==> src/rtl/modexp_ctrl.sv <==
// modexp_ctrl: right-to-left square-and-multiply sequencer for base^exponent mod modulus on a shared modn unit (start/base/exponent/modulus in, busy/done/result/error out, mod_x/mod_y/mod_enable/mod_reset/mod_ready/mod_result handshake)
module modexp_ctrl #(
  parameter int EXP_W = 8,
  parameter int MAX_WAIT = 65535
) (
  input  logic             clock,
  input  logic             reset,
  input  logic             start,
  input  logic [7:0]       base,
  input  logic [EXP_W-1:0] exponent,
  input  logic [7:0]       modulus,
  output logic             busy,
  output logic             done,
  output logic [7:0]       result,
  output logic             error,
  output logic [15:0]      mod_x,
  output logic [7:0]       mod_y,
  output logic             mod_enable,
  output logic             mod_reset,
  input  logic             mod_ready,
  input  logic [7:0]       mod_result
);
  localparam int CW = $clog2(MAX_WAIT + 1);
  typedef enum logic [3:0] {IDLE, CHK, RED_B, LOOP, MUL_A, SQR, FIN, OP_RST, OP_RUN} state_t;
  state_t state, state_n, ret, ret_n;
  logic [7:0] b, b_n, n, n_n, acc, acc_n, result_n;
  logic [EXP_W-1:0] e, e_n;
  logic [15:0] x, x_n;
  logic to_b, to_b_n, busy_n, error_n;
  logic [CW-1:0] cnt, cnt_n;
  assign done = state == FIN;
  assign mod_enable = state == OP_RUN;
  assign mod_reset = state == OP_RST;
  assign mod_x = x;
  assign mod_y = n;
  always_ff @(posedge clock or negedge reset)
    if (!reset) begin
      state <= IDLE;
      ret <= IDLE;
      b <= '0;
      n <= '0;
      acc <= '0;
      e <= '0;
      x <= '0;
      to_b <= 1'b0;
      cnt <= '0;
      busy <= 1'b0;
      result <= '0;
      error <= 1'b0;
    end else begin
      state <= state_n;
      ret <= ret_n;
      b <= b_n;
      n <= n_n;
      acc <= acc_n;
      e <= e_n;
      x <= x_n;
      to_b <= to_b_n;
      cnt <= cnt_n;
      busy <= busy_n;
      result <= result_n;
      error <= error_n;
    end
  always_comb begin
    state_n = state;
    ret_n = ret;
    b_n = b;
    n_n = n;
    acc_n = acc;
    e_n = e;
    x_n = x;
    to_b_n = to_b;
    cnt_n = cnt;
    busy_n = busy;
    result_n = result;
    error_n = error;
    case (state)
      IDLE: if (start) begin
        b_n = base;
        e_n = exponent;
        n_n = modulus;
        busy_n = 1'b1;
        result_n = '0;
        error_n = 1'b0;
        state_n = CHK;
      end
      CHK: if (n == '0) begin
        error_n = 1'b1;
        result_n = '0;
        state_n = FIN;
      end else begin
        acc_n = (n == 8'd1) ? 8'd0 : 8'd1;
        state_n = RED_B;
      end
      RED_B: begin
        x_n = {8'h0, b};
        to_b_n = 1'b1;
        ret_n = LOOP;
        cnt_n = '0;
        state_n = OP_RST;
      end
      LOOP: begin
        result_n = (e == '0) ? acc : result;
        state_n = (e == '0) ? FIN : (e[0] ? MUL_A : SQR);
      end
      MUL_A: begin
        x_n = 16'(acc) * 16'(b);
        to_b_n = 1'b0;
        ret_n = SQR;
        cnt_n = '0;
        state_n = OP_RST;
      end
      SQR: begin
        e_n = e >> 1;
        state_n = LOOP;
        if (e_n != '0) begin
          x_n = 16'(b) * 16'(b);
          to_b_n = 1'b1;
          ret_n = LOOP;
          cnt_n = '0;
          state_n = OP_RST;
        end
      end
      OP_RST: state_n = OP_RUN;
      OP_RUN: if (mod_ready) begin
        b_n = to_b ? mod_result : b;
        acc_n = to_b ? acc : mod_result;
        state_n = ret;
      end else if (cnt == CW'(MAX_WAIT - 1)) begin
        error_n = 1'b1;
        result_n = '0;
        state_n = FIN;
      end else cnt_n = cnt + 1'b1;
      FIN: begin
        busy_n = 1'b0;
        state_n = IDLE;
      end
      default: state_n = IDLE;
    endcase
  end
endmodule
==> config.mk <==
export PLATFORM = sky130hd
export DESIGN_NAME = modexp_ctrl
export DESIGN_NICKNAME = d
export VERILOG_FILES = /design/src/rtl/modexp_ctrl.sv
export SDC_FILE = /design/constraint.sdc
export NUM_CORES = 1
export LEC_CHECK = 0
export CORE_ASPECT_RATIO = 1.4
export CORE_UTILIZATION = 35
export DETAILED_ROUTE_END_ITERATION = 8
export GPL_TIMING_DRIVEN = 1
export PLACE_DENSITY_LB_ADDON = 0.05
export SKIP_CTS_REPAIR_TIMING = 1
export SLEW_MARGIN = 30
export SYNTH_ARGS = -nofsm -noshare
export SYNTH_HDL_FRONTEND = slang
export SYNTH_SLANG_ARGS = --single-unit
==> constraint.sdc <==
create_clock -name clock -period 7.75 [get_ports clock]
set_input_delay 1.55 -clock clock [delete_from_list [all_inputs] [get_ports clock]]
set_output_delay 1.55 -clock clock [all_outputs]
set_load 0.005 [all_outputs]
==> Yosys cells after proc, flatten, opt, wreduce, memory -nomap -nowiden <==
Index checks and enable logic that the tools add are counted.
W data, S select, Z words.
{ "word_totals": {"word_cells": 102, "reg_bits": 83, "out_inout_bits": 37, "input_bits": 36} }
{ "op_classes": {"muxes": 42, "addsub": 1, "n_reduce_logical": 23, "n_mul": 2, "eq_ne": 22} }
{ "ops": {"columns": ["cell", "count"], "rows": [
  ["$mux W8", 12],
  ["$pmux W16 S3", 2],
  ["$mux W16", 4],
  ["$pmux W8 S2", 3],
  ["$mul A8 B8 Y16", 2],
  ["$pmux W8 S4", 1],
  ["$pmux W4 S7", 1],
  ["$add A16 B1 Y16 const B", 1],
  ["$eq A16 B16 Y1 const B", 1],
  ["$eq A4 B3 Y1 const B", 4],
  ["$logic_not A8 Y1", 2],
  ["$mux W4", 4],
  ["$ne A2 B2 Y1 const B", 8],
  ["$pmux W4 S3", 1],
  ["$reduce_and A4 Y1", 3],
  ["$reduce_and A2 Y1", 5],
  ["$reduce_bool A3 Y1", 3],
  ["$eq A4 B2 Y1 const B", 2],
  ["$eq A8 B1 Y1 const B", 1],
  ["$mux W1", 8],
  ["$reduce_bool A2 Y1", 4],
  ["$reduce_bool A8 Y1", 1],
  ["$mux W3", 2],
  ["$ne A2 B1 Y1 const B", 3],
  ["11 further kinds", 12]
]} }

==> Longest topological paths before layout <==
{ "depth": {"word_depth": 4, "depth_mapped": 18, "ltp_nobuf": 16} }

==> Least setup slack after synthesis <==
No wires, ideal clock.
{ "synth_timing": {"kind": "flip-flop to flip-flop", "start": "register b[6]", "end": "register x[13] (netlist: mod_x[13])", "n_path_buf": 2, "setup_slack_ps": 3134, "path_stages_with_launch": 18, "t_arrival_ps": 4478, "period_less_slack_ps": 4616, "path_cell_list": "dfrtp_1 > clkbuf_1 > clkbuf_1 > nand2_1 > fa_1 > fa_1 > inv_1 > fa_1 > inv_1 > fa_1 > inv_1 > ha_1 > a21o_1 > a221oi_1 > o21ai_0 > a21boi_0 > xnor2_1 > o211ai_1"} }
{ "synth_between": {"elab_chain_len": 3, "elab_cells_between_ends": 4} }
{ "synth_rtl": {"columns": ["element", "line_no", "rtl"], "rows": [
  ["start: declaration", "26", "logic [7:0] b, b_n, n, n_n, acc, acc_n, result_n;"],
  ["start signal: assignment", "53", "b <= b_n;"],
  ["$mul A8 B8 Y16", "117", "x_n = 16'(b) * 16'(b);"],
  ["$mux W16", "116", "if (e_n != '0) begin"],
  ["$pmux W16 S3 *", "77", "case (state)"],
  ["end signal: assignment", "57", "x <= x_n;"],
  ["end: declaration", "28", "logic [15:0] x, x_n;"]
]} }
Mark *: on every way between the ends. The rest lies on a longest branch, timed or not. The select of a mux whose other input is x is not followed.
A chain may end at the register's enable or synchronous reset.

==> Worst setup path in the final report <==
{ "layout_timing": {"start": "register b[2]", "end": "register x[13] (netlist: mod_x[13])"} }
The elaborated chain is that of the path after synthesis.

==> metrics.cfg <==
[worst_setup_path]
cp_top_family = adder cells
ff2ff_path_depth = 15
cp_slowest_cell = dfrtp_1
end_kind = flop
critical_path.max_fanout = 18
crit_type = reg -> reg
path_cells = nand2_1 -> fa_1 -> fa_1 -> inv_1 -> fa_1 -> inv_1 -> fa_1 -> inv_1 -> ha_1 -> a21o_1 -> a221oi_1 -> o21ai_0 -> a21boi_0 -> xnor2_1 -> o211ai_1
ff2ff_setup_slack_ps = 2610
worst-path-stages = 15
timing.rr.end = mod_x[13]$_DFFE_PN0P_
critPathArrivalTime_ps = 5360
worst-path-buf-inv = 3
critical_path.most_common_cell = fa_1
setup.worst_path.start_class = flop
largest_incremental_delay_on_the_critical_path_ps = 710
regToRegStartpoint = b[2]$_DFFE_PN0P_
worst_ep_required_time_ps = 7970

[floorplanning]
floorplan.initialDensity = 0.356
floorplan.die_area_um2 = 22800
die_w_um = 128
core_region_area_um2 = 21800
placementRows = 64
ioPinCount = 73
die_h_um = 178

[cts]
clock_tree.htree_level_count = 3
clk_pin_slew_ps = 70
cts_num_sinks = 81
clk_path_buf_depth = 2
cts_tree = yes
clockRootBuffer = clkbuf_16
clkLatencyLatePin_ps = 370
cts_made_buffers = 9

[sta]
worst_slew_margin_rel = 0.387
clock_skew_ps = 12.6
fin_setup_tns_ps = 0
report.final.slew_viol_count = 0
achievable-frequency_mhz = 195
min_tclk_post_route_ps = 5140
grt_setup_unrepaired = no
finalSetupViolations = 0
finalCritPeriodShare = 0.663
final_critical_path_setup_slack_ps = 2610
worstMarginPinSlew_ps = 911
timing.final.hold_violations = 0
finalHoldWorstSlack_ps = 465

[logic_synthesis]
ys_async_sr_fraction = 1.00
syn-num-nets = 1021
post_synth_num_cell_types = 64
cell_area_after_synthesis_um2 = 7760
synthesis.yosys.warnings = 0
post_synth_inst_count = 856
synth_seq_cells = 81
avg_cell_area_syn_um2 = 9.06
ys_seq_area_frac = 0.261
synth_flop_cell = dfrtp_1
synth-edff-count = 0

[routing]
route.detailed.wl_per_inst_um = 17.8
routed_via_density = 5.09
drt_pre_antenna_iters = 4
dr.first_iter.drc_count = 227
final_antenna_net_count = 0
totalWireLength_mm = 21.5
drc = 0
routed-via-count = 6138

[global_route]
initial_antenna_violation_count = 0
largest_net_degree_at_the_start_of_global_routing = 58
grt_pass1_vias = 6401
track_usage = 0.200
first_pass_grt_wire_length_mm = 34.3
grt.overflow.total = 0

[placement]
dp_worst_setup_slack_ps = 2580
buffer_ports.inserted = 72
gp_congestion = 0.834
dpl.hpwl_mm = 16.8

[final_layout]
nets = 1070
drive_above_1_share = 0.0626
n_antenna_cell = 0
syn2layout_area_growth_pct = 16.8
final_util = 0.416
number_of_fill_cells_in_the_layout = 2202

[worst_hold_path]
min_delay_worst_endpoint = ret[0]$_DFFE_PN0P_
worst_min_delay_path_startpoint = ret[0]$_DFFE_PN0P_
worst_hold_path.num_cells = 1
hold_path.class = reg -> reg

[outcome]
outcome = finished clean

[run]
drv_cap = 0

per-stage QoR:
step,cells,area (um2)
after CTS,1207,9060
final,1207,9060
after global routing,1207,9060
after global placement,1191,8710
after detailed placement,1191,8710
after floorplan,856,7760
cell families (layout without fill, tap and decap cells):
family,after synthesis,count (layout),synth area share
AOI/OAI and AO/OA,135,135,0.115
xor gates and xnor gates,34,34,0.0384
adders and majority gates,129,129,0.267
buffers and inverters,148,202,0.0751
DFF,81,81,0.261
muxes,28,28,0.0387
and+or+nand+nor,301,301,0.204
worst max-delay path by stage:
| stage | slack, ps | end | from |
|---|---|---|---|
| after floorplan | 3130 | mod_x[13]$_DFFE_PN0P_ | b[6]$_DFFE_PN0P_ |
| after global placement | 2660 | mod_x[13]$_DFFE_PN0P_ | b[4]$_DFFE_PN0P_ |
| after detailed placement | 2580 | mod_x[13]$_DFFE_PN0P_ | b[2]$_DFFE_PN0P_ |
| after CTS | 2570 | mod_x[13]$_DFFE_PN0P_ | b[2]$_DFFE_PN0P_ |
| after global routing | 2310 | mod_x[13]$_DFFE_PN0P_ | b[2]$_DFFE_PN0P_ |
| final | 2610 | mod_x[13]$_DFFE_PN0P_ | b[2]$_DFFE_PN0P_ |
registers in the layout, summed over array words and instances, names as in the netlist:
name,cells
acc,8
b,8
busy,1
cnt,16
e,8
error,1
mod_x,16
mod_y,8
result,8
ret,3
state,4
cell usage in the layout (no fill, tap or decap), types with 7 or more instances in the layout:
cell type / instances
inv_1: 111
nand2_1: 81
dfrtp_1: 81
and2_1: 78
clkdlybuf4s50_1: 71
ha_1: 68
fa_1: 61
nor2_1: 49
a21oi_1: 39
o21ai_0: 31
xnor2_1: 18
xor2_1: 16
mux2_2: 16
nand3_1: 15
mux2i_1: 12
nor3_1: 12
nand2b_1: 10
nor2b_1: 9
clkbuf_16: 9
and3_1: 8
nand4_1: 8
nor4_1: 7
a221oi_1: 7
a22oi_1: 7
Yosys cell counts (13+ instances only):
cell / count / area [um2]
ha_1: 68 / 851
nand2_1: 81 / 304
mux2_2: 16 / 180
and2_1: 78 / 488
xor2_1: 16 / 140
dfrtp_1: 81 / 2030
o21ai_0: 31 / 155
nand3_1: 15 / 75.1
nor3_1: 13 / 65.1
a21oi_1: 39 / 195
fa_1: 61 / 1220
nor2_1: 49 / 184
inv_1: 111 / 417
xnor2_1: 18 / 158
clkbuf_1: 21 / 78.8
per-layer routing:
| metal | vias up | share of wire | global-route usage | wire length (um) |
|---|---|---|---|---|
| li1 | 2940 | - | - | - |
| met2 | 122 | 0.55 | 0.379 | 11800 |
| met4 | 0 | 0.024 | 0.0775 | 524 |
| met3 | 30 | 0.040 | 0.0306 | 870 |
| met1 | 3046 | 0.38 | 0.222 | 8270 |
| met5 | - | 0 | 0 | 0 |
worst reg2reg max path, cell delays in order, from the launching register on:
cell and delay, ps:
dfrtp_1 710, nand2_1 170, fa_1 540, fa_1 550, inv_1 50, fa_1 520, inv_1 50, fa_1 530
inv_1 40, ha_1 320, a21o_1 170, a221oi_1 640, o21ai_0 230, a21boi_0 240, xnor2_1 140, o211ai_1 90
final cells by class:
| type | instances | area (um2) | share of cell area |
|---|---|---|---|
| clock buffers | 9 | 225 | 0.0248 |
| inverters | 111 | 417 | 0.0460 |
| multi-input cells | 627 | 5160 | 0.569 |
| well taps | 297 | 372 | 0.0410 |
| flip-flops and latches | 81 | 2030 | 0.224 |
| clock inverters | 7 | 126 | 0.0139 |
| repair buffers | 75 | 741 | 0.0817 |
Power is left out: the tool's default activity adds up to more than one toggle a clock period on the data nets, which glitch-free logic cannot reach.
